--- src/rtl/pipe_pkg.sv ---
// Shared definitions for the elastic pipeline register family.
package pipe_pkg;

    // Deepest pipe the occupancy counter is sized for.
    localparam int PIPE_MAX_DEPTH = 8;

    // Width of the occupancy count; holds 0..PIPE_MAX_DEPTH.
    localparam int OCC_W = 4;

    // Standard writeback control bundle carried alongside a payload.
    typedef struct packed {
        logic       load;
        logic       reg_write;
        logic [4:0] rd;
    } wb_ctrl_t;

    // Control width to use when the stage carries a full wb_ctrl_t.
    localparam int WB_CTRL_W = $bits(wb_ctrl_t);

    // Position in the ready vector of the ready that stage 'stage' sees from downstream.
    function automatic int rdy_idx(input int stage);
        return stage + 1;
    endfunction

endpackage

--- src/rtl/pipe_stage_cell.sv ---
// One elastic pipeline slot: valid/ctrl/data register with load, flush and ctrl gating.
module pipe_stage_cell
    import pipe_pkg::*;
#(
    parameter int DATA_W = 64,
    parameter int CTRL_W = 4
) (
    input  logic              clk,
    input  logic              rst,
    input  logic              load_i,
    input  logic              flush_i,
    input  logic              valid_i,
    input  logic [CTRL_W-1:0] ctrl_i,
    input  logic [DATA_W-1:0] data_i,
    output logic              valid_o,
    output logic              nextValid_o,
    output logic [CTRL_W-1:0] ctrl_o,
    output logic [DATA_W-1:0] data_o
);

    logic              valid_q, valid_d;
    logic [CTRL_W-1:0] ctrl_q, ctrl_d;
    logic [DATA_W-1:0] data_q, data_d;

    // Next state: flush kills valid and ctrl but leaves data alone; otherwise load or hold.
    always_comb begin
        valid_d = valid_q;
        ctrl_d  = ctrl_q;
        data_d  = data_q;
        if (flush_i) begin
            valid_d = 1'b0;
            ctrl_d  = '0;
        end else if (load_i) begin
            valid_d = valid_i;
            ctrl_d  = valid_i ? ctrl_i : '0;
            data_d  = data_i;
        end
    end

    // Slot register with asynchronous clear.
    always_ff @(posedge clk or posedge rst) begin
        if (rst) begin
            valid_q <= 1'b0;
            ctrl_q  <= '0;
            data_q  <= '0;
        end else begin
            valid_q <= valid_d;
            ctrl_q  <= ctrl_d;
            data_q  <= data_d;
        end
    end

    assign valid_o     = valid_q;
    assign nextValid_o = valid_d;
    assign ctrl_o      = valid_q ? ctrl_q : '0;
    assign data_o      = data_q;

endmodule

--- src/rtl/pipe_stage_elastic.sv ---
// DEPTH-stage elastic pipeline register with ready/valid backpressure, flush and ctrl gating.
// Optional performance counters are built when PIPE_STAGE_PERF_EN is defined.
module pipe_stage_elastic
    import pipe_pkg::*;
#(
    parameter int DATA_W = 64,
    parameter int CTRL_W = 4,
    parameter int DEPTH  = 1
) (
    input  logic              clk,
    input  logic              rst,
    input  logic              in_valid,
    output logic              in_ready,
    input  logic [CTRL_W-1:0] in_ctrl,
    input  logic [DATA_W-1:0] in_data,
    input  logic              flush,
    output logic              out_valid,
    input  logic              out_ready,
    output logic [CTRL_W-1:0] out_ctrl,
    output logic [DATA_W-1:0] out_data,
    output logic [OCC_W-1:0]  occupancy
`ifdef PIPE_STAGE_PERF_EN
    ,
    output logic [31:0]       stall_cnt,
    output logic [31:0]       bubble_cnt,
    output logic [15:0]       flush_cnt
`endif
);

    logic [DEPTH:0]    rdy;
    logic [DEPTH-1:0]  valid;
    logic [DEPTH-1:0]  nextValid;
    logic [CTRL_W-1:0] stageCtrl [DEPTH];
    logic [DATA_W-1:0] stageData [DEPTH];

    logic              downReady;
    logic [OCC_W-1:0]  occCount_q, occCount_d;

    // Ready chain from the output back to the input: a stage is ready when empty or when the stage below is ready.
    always_comb begin
        rdy            = '0;
        rdy[DEPTH]     = out_ready;
        downReady      = out_ready;
        for (int i = DEPTH - 1; i >= 0; i--) begin
            downReady = ~valid[i] | downReady;
            rdy[i]    = downReady;
        end
    end

    assign in_ready = rdy[0];

    // One cell per stage; stage 0 takes the input, later stages take the stage above.
    for (genvar g = 0; g < DEPTH; g++) begin : gStage
        logic              srcValid;
        logic [CTRL_W-1:0] srcCtrl;
        logic [DATA_W-1:0] srcData;

        if (g == 0) begin : gHead
            assign srcValid = in_valid;
            assign srcCtrl  = in_ctrl;
            assign srcData  = in_data;
        end else begin : gBody
            assign srcValid = valid[g-1];
            assign srcCtrl  = stageCtrl[g-1];
            assign srcData  = stageData[g-1];
        end

        pipe_stage_cell #(
            .DATA_W (DATA_W),
            .CTRL_W (CTRL_W)
        ) uCell (
            .clk         (clk),
            .rst         (rst),
            .load_i      (rdy[g]),
            .flush_i     (flush),
            .valid_i     (srcValid),
            .ctrl_i      (srcCtrl),
            .data_i      (srcData),
            .valid_o     (valid[g]),
            .nextValid_o (nextValid[g]),
            .ctrl_o      (stageCtrl[g]),
            .data_o      (stageData[g])
        );
    end

    assign out_valid = valid[DEPTH-1];
    assign out_ctrl  = stageCtrl[DEPTH-1];
    assign out_data  = stageData[DEPTH-1];

    // Popcount of the valid bits the stages will hold after this edge.
    always_comb begin
        occCount_d = '0;
        for (int i = 0; i < DEPTH; i++) begin
            occCount_d = occCount_d + OCC_W'(nextValid[i]);
        end
    end

    // Occupancy register, updated on the same edge as the valid bits.
    always_ff @(posedge clk or posedge rst) begin
        if (rst) begin
            occCount_q <= '0;
        end else begin
            occCount_q <= occCount_d;
        end
    end

    assign occupancy = occCount_q;

`ifdef PIPE_STAGE_PERF_EN
    logic [31:0] stallCnt_q;
    logic [31:0] bubbleCnt_q;
    logic [15:0] flushCnt_q;

    // Free-running wrap-around event counters; only reset clears them, flush does not.
    always_ff @(posedge clk or posedge rst) begin
        if (rst) begin
            stallCnt_q  <= '0;
            bubbleCnt_q <= '0;
            flushCnt_q  <= '0;
        end else begin
            if (out_valid & ~out_ready) begin
                stallCnt_q <= stallCnt_q + 32'd1;
            end
            if (~out_valid) begin
                bubbleCnt_q <= bubbleCnt_q + 32'd1;
            end
            if (flush) begin
                flushCnt_q <= flushCnt_q + 16'd1;
            end
        end
    end

    assign stall_cnt  = stallCnt_q;
    assign bubble_cnt = bubbleCnt_q;
    assign flush_cnt  = flushCnt_q;
`endif

endmodule

--- config.mk ---
export PLATFORM = sky130hd
export DESIGN_NAME = pipe_stage_elastic
export DESIGN_NICKNAME = d
export VERILOG_FILES = /design/src/rtl/pipe_pkg.sv /design/src/rtl/pipe_stage_cell.sv /design/src/rtl/pipe_stage_elastic.sv
export SDC_FILE = /design/constraint.sdc
export NUM_CORES = 1
export LEC_CHECK = 0
export ABC_AREA = 0
export CORE_ASPECT_RATIO = 1.5
export CORE_UTILIZATION = 36
export CTS_BUF_LIST = sky130_fd_sc_hd__clkbuf_16
export DETAILED_ROUTE_END_ITERATION = 7
export PLACE_DENSITY = 0.79
export SLEW_MARGIN = 40
export SYNTH_ARGS = -nofsm -noshare
export SYNTH_HDL_FRONTEND = slang
export SYNTH_SLANG_ARGS = --single-unit
--- constraint.sdc ---
create_clock -name clk -period 2.3 [get_ports clk]
set_clock_uncertainty 0.1 [all_clocks]
set_input_delay 0.345 -clock clk [delete_from_list [all_inputs] [get_ports clk]]
set_output_delay 0.345 -clock clk [all_outputs]
set_load 0.01 [all_outputs]
=== Word level (Yosys, flattened, before mapping) ===
Cells that the tools add are included.

* Bits in registers: 69
* Input bits: 73
* Output and inout port bits: 74
* Logic and storage cells: 14

* Multiplexer cells: 6
* Bitwise logic cells: 3
* Reductions and logical operators: 2

{| class="wikitable"
|+ Operator list
! operator !! number
|-
| 4-bit two-way mux || 4
|-
| 1-bit two-way mux || 2
|-
| 1-bit NOT || 2
|-
| 2-bit AND reduction || 1
|-
| 2-bit nonzero test || 1
|-
| 1-bit OR || 1
|}

=== Logic depth before layout (Yosys ltp) ===
Gate-level depths: netlist of run 1.

* Depth after elaboration: 4
* Mapped depth: 5
* Depth with buffers taken out: 4

=== By module ===
A second synthesis of run 1 with hierarchy kept.

* Cell total of the unflattened synthesis: 168
* Area, all modules: 3006.6 um^2

{| class="wikitable"
|+ Modules (own cells, without submodules)
! module !! times used !! cells each !! area each (um^2)
|-
| pipe_stage_cell || 1 || 161 || 2945.3
|-
| pipe_stage_elastic || 1 || 7 || 61.3
|}

=== Worst setup path after synthesis of run 1 ===
No wires, ideal clock.

* Path kind: reg2reg
* Start point: register occupancy[0] (netlist name)
* End point: register gStage[0].uCell.data_q[0]
* Library setup time: 0.125 ns
* Arrival: 1.384 ns
* Required time: 2.075 ns
* Path slack: 0.691 ns
* Stages on the path, launching flop included: 6
* Clock period less this slack: 1.609 ns
* Cell sequence: dfrtp_1 > nor2b_4 > buf_6 > nor2_8 > buf_8 > mux2_4

{| class="wikitable"
|+ RTL lines
! item !! line !! RTL
|-
| end signal: assignment || pipe_stage_cell.sv:49 || <nowiki>data_q <= data_d;</nowiki>
|-
| end: declaration || pipe_stage_cell.sv:23 || <nowiki>logic [DATA_W-1:0] data_q, data_d;</nowiki>
|}

==> impl_metrics.py, run 1 <==
metrics = {
    "run_status": {
        "status": "finished, final reports clean",
    },
    "timing": {
        "hold_viol": 0,
        "finalSetupViolations": 0,
        "tns_ns": 0,
        "fmax_mhz": 467,
        "fin_hold_ws_ns": 0.321,
        "period_share": 0.931,
        "slew_headroom": 0.658,
        "tightest_slew_ns": 0.513,
        "rsz0062_at_grt": "false",
        "min_period_ns": 2.14,
        "slew_viol_final": 0,
    },
    "clock_network": {
        "cts_sinks": 69,
        "htreeDepth": 3,
        "ctsResizeCount": 0,
        "clk_latency_ns": 0.32,
        "tritoncts": "built",
        "cts-buffers-inserted": 9,
        "cts_setup_buffers": 0,
        "clkTransAtPathRegs_ns": 0.06,
        "clockRootBuffer": "clkbuf_16",
        "ctsHoldBuffers": 0,
        "clockBufferDepth": 2,
    },
    "setup_path": {
        "reg2reg_depth": 4,
        "setup.worst_path.start_class": "flip-flop",
        "crit_start": "occupancy[0]$_DFFE_PP0P_",
        "arrival_ns": 1.70,
        "worstSetupPathType": "reg2out",
        "worst_path_largest_cell_delay_ns": 0.50,
        "critPathTopFamily": "buffers and inverters",
        "reg2reg_from": "occupancy[0]$_DFFE_PP0P_",
        "cpMaxStageDelayCell": "clkdlybuf4s50_1",
        "required_ns": 1.86,
        "worstPathMaxFanout": 7,
        "path_cells": "nor2b_4, inv_1, clkdlybuf4s50_1",
        "crit_cells": 3,
        "crit_path_end_kind": "primary output",
        "path_buf_inv": 2,
    },
    "power_and_ir_drop": {
        "p_sw_frac": 0.223,
        "p_total_w": 0.00383,
        "p_seq_frac": 0.377,
        "peakVddDrop_v": 0.000378,
        "power_frac_clock": 0.406,
        "combinationalPowerShare": 0.218,
        "power.density_mw_per_mm2": 803,
        "p_switching_w": 0.000854,
        "p_int_w": 0.00298,
        "p_leak_nw": 2.12,
    },
    "placement": {
        "hpwl_um": 4730,
        "gp_congestion": 0.756,
        "io_buffers": 143,
    },
    "synthesis": {
        "yosysWarnings": 0,
        "yosysTopAreaCell": "dfrtp_1",
        "ys_ff_latch": 69,
        "synth_top_area_share": 0.586,
        "syn_avg_cell_area_um2": 17.6,
        "syn_inst": 167,
        "yosysSeqAreaShare": 0.586,
        "syn_area_mm2": 0.00295,
        "ys_types": 16,
        "synth.area.top_cells": "dfrtp_1 (59%), mux2_4 (31%), buf_8 (2.5%)",
    },
    "route": {
        "via_per_inst": 4.50,
        "antenna_left": 0,
        "drc": 0,
        "wl_um": 6550,
        "drt-initial-drc-count": 31,
        "vias": 1915,
        "firstDrtPassIters": 4,
        "post_drt_wl_per_cell_um": 15.4,
    },
    "global_route": {
        "grt_use_total": 0.166,
        "grt_pass1_wl_um": 10300,
        "grt_pass1_vias": 2110,
        "grt_overflow_total": 0,
        "antenna_found_initial": 0,
        "grt_max_degree": 42,
    },
    "min_path": {
        "hold_path.class": "in2async",
    },
    "die": {
        "die_h_um": 113,
        "rows": 40,
        "fp.dieW_um": 75.9,
        "core-area_mm2": 0.00796,
        "pin_count": 147,
        "fp.dieArea_mm2": 0.00856,
        "floorplan.initialDensity": 0.370,
    },
    "layout": {
        "utilization": 0.600,
        "nets": 389,
        "area_delta_synth_final_pct": 62.0,
        "n_antenna_cell": 0,
        "drive_above_1_share": 0.280,
    },
    "job": {
        "max_cap_violations": 0,
    },
}
power by group through the flow:
stage / Combinational (W) / Sequential, W / Clock [W]
finish: 0.000834 / 0.00144 / 0.00155
global placement: 0.000829 / 0.00146 / 0
floorplan: 0.000320 / 0.00152 / 0
CTS: 0.000846 / 0.00145 / 0.00159
detailed placement: 0.000841 / 0.00146 / 0
global route: 0.000889 / 0.00146 / 0.00164
state kept, by name, summed over array words and instances, names as in the netlist:
signal / cells
gStage.uCell.data_o: 64
occupancy: 1
gStage.uCell.ctrl_q: 4
final timing paths:
kind	slack [ns]	endpoint
worst max-delay path	0.16	in_ready
worst min-delay path	0.32	gStage[0].uCell.data_o[22]$_DFFE_PP0P_
min in group clk	0.40	gStage[0].uCell.data_o[17]$_DFFE_PP0P_
worst max register to register	0.68	gStage[0].uCell.data_o[16]$_DFFE_PP0P_
max in group asynchronous	1.35	gStage[0].uCell.data_o[31]$_DFFE_PP0P_
worst min register to register	0.40	gStage[0].uCell.data_o[17]$_DFFE_PP0P_
logic make-up (layout without fill, tap and decap cells):
| group | count (synthesis) | in the layout | share of synthesized area |
|---|---|---|---|
| compound gates | 4 | 4 | 0.00679 |
| buf+inv | 13 | 165 | 0.0488 |
| flops | 69 | 69 | 0.586 |
| mux | 64 | 64 | 0.321 |
| other cells | 1 | 3 | 0.00127 |
| simple gates | 16 | 16 | 0.0361 |
worst min-delay path, stage by stage:
cell and delay, ns:
clkdlybuf4s50_1 0.42, inv_2 0.06, buf_4 0.32
cell type report:
class | instances | area (µm²)
fillers | 624 | 3180
flip-flops and latches | 69 | 1730
repair buffers | 147 | 1490
multi-input cells | 87 | 1080
clock buffers | 9 | 225
well taps | 105 | 131
clock inverters | 7 | 114
inverters | 2 | 7.51
routing by layer:
metal,track usage,part of all wire
met1,0.191,0.39
met2,0.265,0.52
met3,0.0427,0.057
met4,0.105,0.029
met5,0,0
metrics by stage:
step           instance area (µm²)  cells  setup slack (ns)
6_report                      4770    426             0.159
5_1_grt                       4770    426            0.0447
4_1_cts                       4770    426             0.141
3_5_place_dp                  4440    410             0.171
3_3_place_gp                  4440    410             0.188
2_1_floorplan                 2950    169             0.115
cells in the mapped netlist (all sizes together):
library cell	instances
conb	1
nand2	4
inv	2
nand3	4
a21oi	4
nor2b	1
nor2	3
mux2	64
and2	4
buf	11
dfrtp	69
placed cells by master (no fill, tap or decap):
cell type / Yosys / layout
nor2_1: 2 / 2
clkbuf_16: 0 / 9
nand2_1: 4 / 4
inv_1: 2 / 1
clkdlybuf4s50_1: 0 / 143
buf_12: 1 / 2
clkinv_2: 0 / 1
a21oi_1: 4 / 4
conb_1: 1 / 3
and2_2: 4 / 4
nor2_8: 1 / 1
mux2_2: 4 / 4
dfrtp_1: 69 / 69
buf_4: 4 / 2
mux2_4: 60 / 60
clkinv_1: 0 / 1
bufinv_16: 0 / 3
nor2b_4: 1 / 1
nand3_1: 4 / 4
clkinvlp_4: 0 / 2
inv_2: 0 / 1
Power figures use the tool's default switching activity.
==> inputs of run 2 (changes only) <==
CAP_MARGIN = 15   (was unset)
==> results of run 2 <==
The final DEF is identical to that of run 1; final timing and power are the same.
==> inputs of run 3 (changes only) <==
PLACE_DENSITY = unset   (was 0.79)
PLACE_DENSITY_LB_ADDON = 0.15   (was unset)
==> run 3 against run 2 <==
  * Via count down 0.63%
  * Critical path depth is the same
  * Combinational power grew 1%
  * Final area shrank 0.47%
  * Clock power is 18% lower
  * Final cell count shrank 0.23%
  * Register-to-register slack worse by 0.07 ns
  * Critical path type unchanged
  * Largest power group is now sequential cells
  * Highest routed layer unchanged
==> impl_metrics.py, run 3 (same netlist as run 1, synthesis figures left out) <==
metrics = {
    "timing": {
        "period_share": 0.944,
        "slew_viol_final": 0,
        "hold_viol": 0,
        "fmax_mhz": 461,
        "worst_slack_ns": 0.129,
        "finalSetupViolations": 0,
        "tns_ns": 0,
        "rsz0062_at_grt": "false",
        "min_period_ns": 2.17,
    },
    "power_and_ir_drop": {
        "p_seq_frac": 0.406,
        "p_sw_frac": 0.227,
        "p_leak_nw": 2.12,
        "combinationalPowerShare": 0.237,
        "p_switching_w": 0.000807,
        "power_frac_clock": 0.358,
        "p_int_w": 0.00275,
        "power.density_mw_per_mm2": 748,
        "peakVddDrop_v": 0.000474,
    },
    "layout": {
        "seq_area_mm2": 0.00173,
        "fin_area_mm2": 0.00475,
        "drive_above_1_share": 0.272,
        "finalNonFillerCells": 425,
        "largest_reg_flops": 64,
        "layout_common_cells": "clkdlybuf4s50_1 (143), dfrtp_1 (69), mux2_4 (60)",
        "multi_input_area_mm2": 0.00108,
        "area_delta_synth_final_pct": 61.3,
        "nets": 390,
        "layout_commonest_cell": "clkdlybuf4s50_1",
        "n_antenna_cell": 0,
        "nFillCells": 629,
    },
    "setup_path": {
        "reg2reg_from": "occupancy[0]$_DFFE_PP0P_",
        "reg2reg_depth": 4,
        "path_buf_inv": 2,
        "arrival_ns": 1.73,
        "r2r-end": "gStage[0].uCell.data_o[11]$_DFFE_PP0P_",
        "setup.worst_path.start_class": "flip-flop",
        "cpMaxStageDelayCell": "clkdlybuf4s50_1",
        "path_cells": "nor2b_4, inv_1, clkdlybuf4s50_1",
        "worstPathMaxFanout": 7,
        "critPathTopFamily": "buffers and inverters",
        "crit_path_end_kind": "primary output",
        "required_ns": 1.86,
        "worst_path_largest_cell_delay_ns": 0.50,
        "ff2ff_setup_slack_ns": 0.61,
        "worstSetupPathType": "reg2out",
    },
    "clock_network": {
        "cts_setup_buffers": 0,
        "clockBufferDepth": 2,
        "tritoncts": "built",
        "ctsResizeCount": 0,
        "clockRootBuffer": "clkbuf_16",
        "clk_latency_ns": 0.32,
        "htreeDepth": 3,
        "cts_sinks": 69,
        "cts-buffers-inserted": 9,
        "ctsHoldBuffers": 0,
        "clkTransAtPathRegs_ns": 0.05,
    },
    "route": {
        "dr_wl_met2_um": 3100,
        "post_drt_wl_per_cell_um": 14.9,
        "firstDrtPassIters": 4,
        "drt-initial-drc-count": 69,
        "wl_met1_um": 2550,
        "met3_length_um": 535,
        "wl_um": 6340,
        "via_per_inst": 4.48,
        "vias": 1903,
        "top_layer": "met4",
        "drc": 0,
        "antenna_left": 0,
    },
    "die": {
        "die_h_um": 113,
        "fp.dieArea_mm2": 0.00856,
        "floorplan.initialDensity": 0.370,
        "pin_count": 147,
        "fp.dieW_um": 75.9,
        "core-area_mm2": 0.00796,
        "rows": 40,
    },
    "min_path": {
        "hold_path.class": "in2async",
    },
    "global_route": {
        "antenna_found_initial": 0,
        "grt_overflow_total": 0,
        "grt_max_degree": 70,
        "grt_pass1_wl_um": 9850,
        "grt_use_total": 0.158,
        "grt_pass1_vias": 2023,
    },
    "placement": {
        "dpl_cell_area_mm2": 0.00448,
        "dp.cells": 411,
        "hpwl_um": 4400,
        "io_buffers": 143,
        "gp_congestion": 0.768,
        "place_ws_ns": 0.158,
    },
    "run_status": {
        "status": "finished, final reports clean",
    },
    "job": {
        "max_cap_violations": 0,
    },
}
==> run 3: power by group through the flow <==
| stage | Combinational, W | Sequential, W | Clock, W |
|---|---|---|---|
| finish | 0.000842 | 0.00144 | 0.00127 |
| CTS | 0.000855 | 0.00144 | 0.00131 |
| global placement | 0.000846 | 0.00146 | 0 |
| detailed placement | 0.000850 | 0.00146 | 0 |
| global route | 0.000898 | 0.00146 | 0.00136 |
| floorplan | 0.000320 | 0.00152 | 0 |
==> run 3: layer usage <==
metal	track usage	vias up
met4	0.0963	0
met1	0.178	931
met3	0.0472	10
li1	-	867
met2	0.254	95
met5	0	-
==> run 3: worst max-delay path by stage <==
stage	depth (start not counted)	slack, ns	start	end
floorplan	1	0.12	rst	gStage[0].uCell.ctrl_q[0]$_DFFE_PP0P_
global placement	4	0.19	out_ready	in_ready
detailed placement	4	0.16	out_ready	in_ready
CTS	3	0.11	occupancy[0]$_DFFE_PP0P_	in_ready
global route	3	0.02	occupancy[0]$_DFFE_PP0P_	in_ready
finish	3	0.13	occupancy[0]$_DFFE_PP0P_	in_ready
==> run 3: per-stage QoR <==
| stage | util | hold WS, ns | total power, W |
|---|---|---|---|
| finish | 0.597 | 0.313 | 0.00356 |
| global placement | 0.563 | 0.392 | 0.00230 |
| CTS | 0.597 | 0.333 | 0.00361 |
| floorplan | - | 0.308 | 0.00184 |
| global route | 0.597 | 0.383 | 0.00372 |
| detailed placement | 0.563 | 0.391 | 0.00231 |
==> run 3: worst register-to-register path: cells and delay by family (launching register included) <==
family | cells | cell delay (ns)
flops | 1 | 0.44
simple gates | 2 | 0.49
buf+inv | 1 | 0.22
mux | 1 | 0.32
==> run 3: layout make-up <==
| cell class | instances | area share |
|---|---|---|
| sequential | 69 | 0.363 |
| timing repair buffer | 148 | 0.322 |
| multi-input combinational | 87 | 0.228 |
| clock buffer | 9 | 0.0474 |
| tap | 105 | 0.0276 |
| clock inverter | 5 | 0.00974 |
| inverter | 2 | 0.00158 |
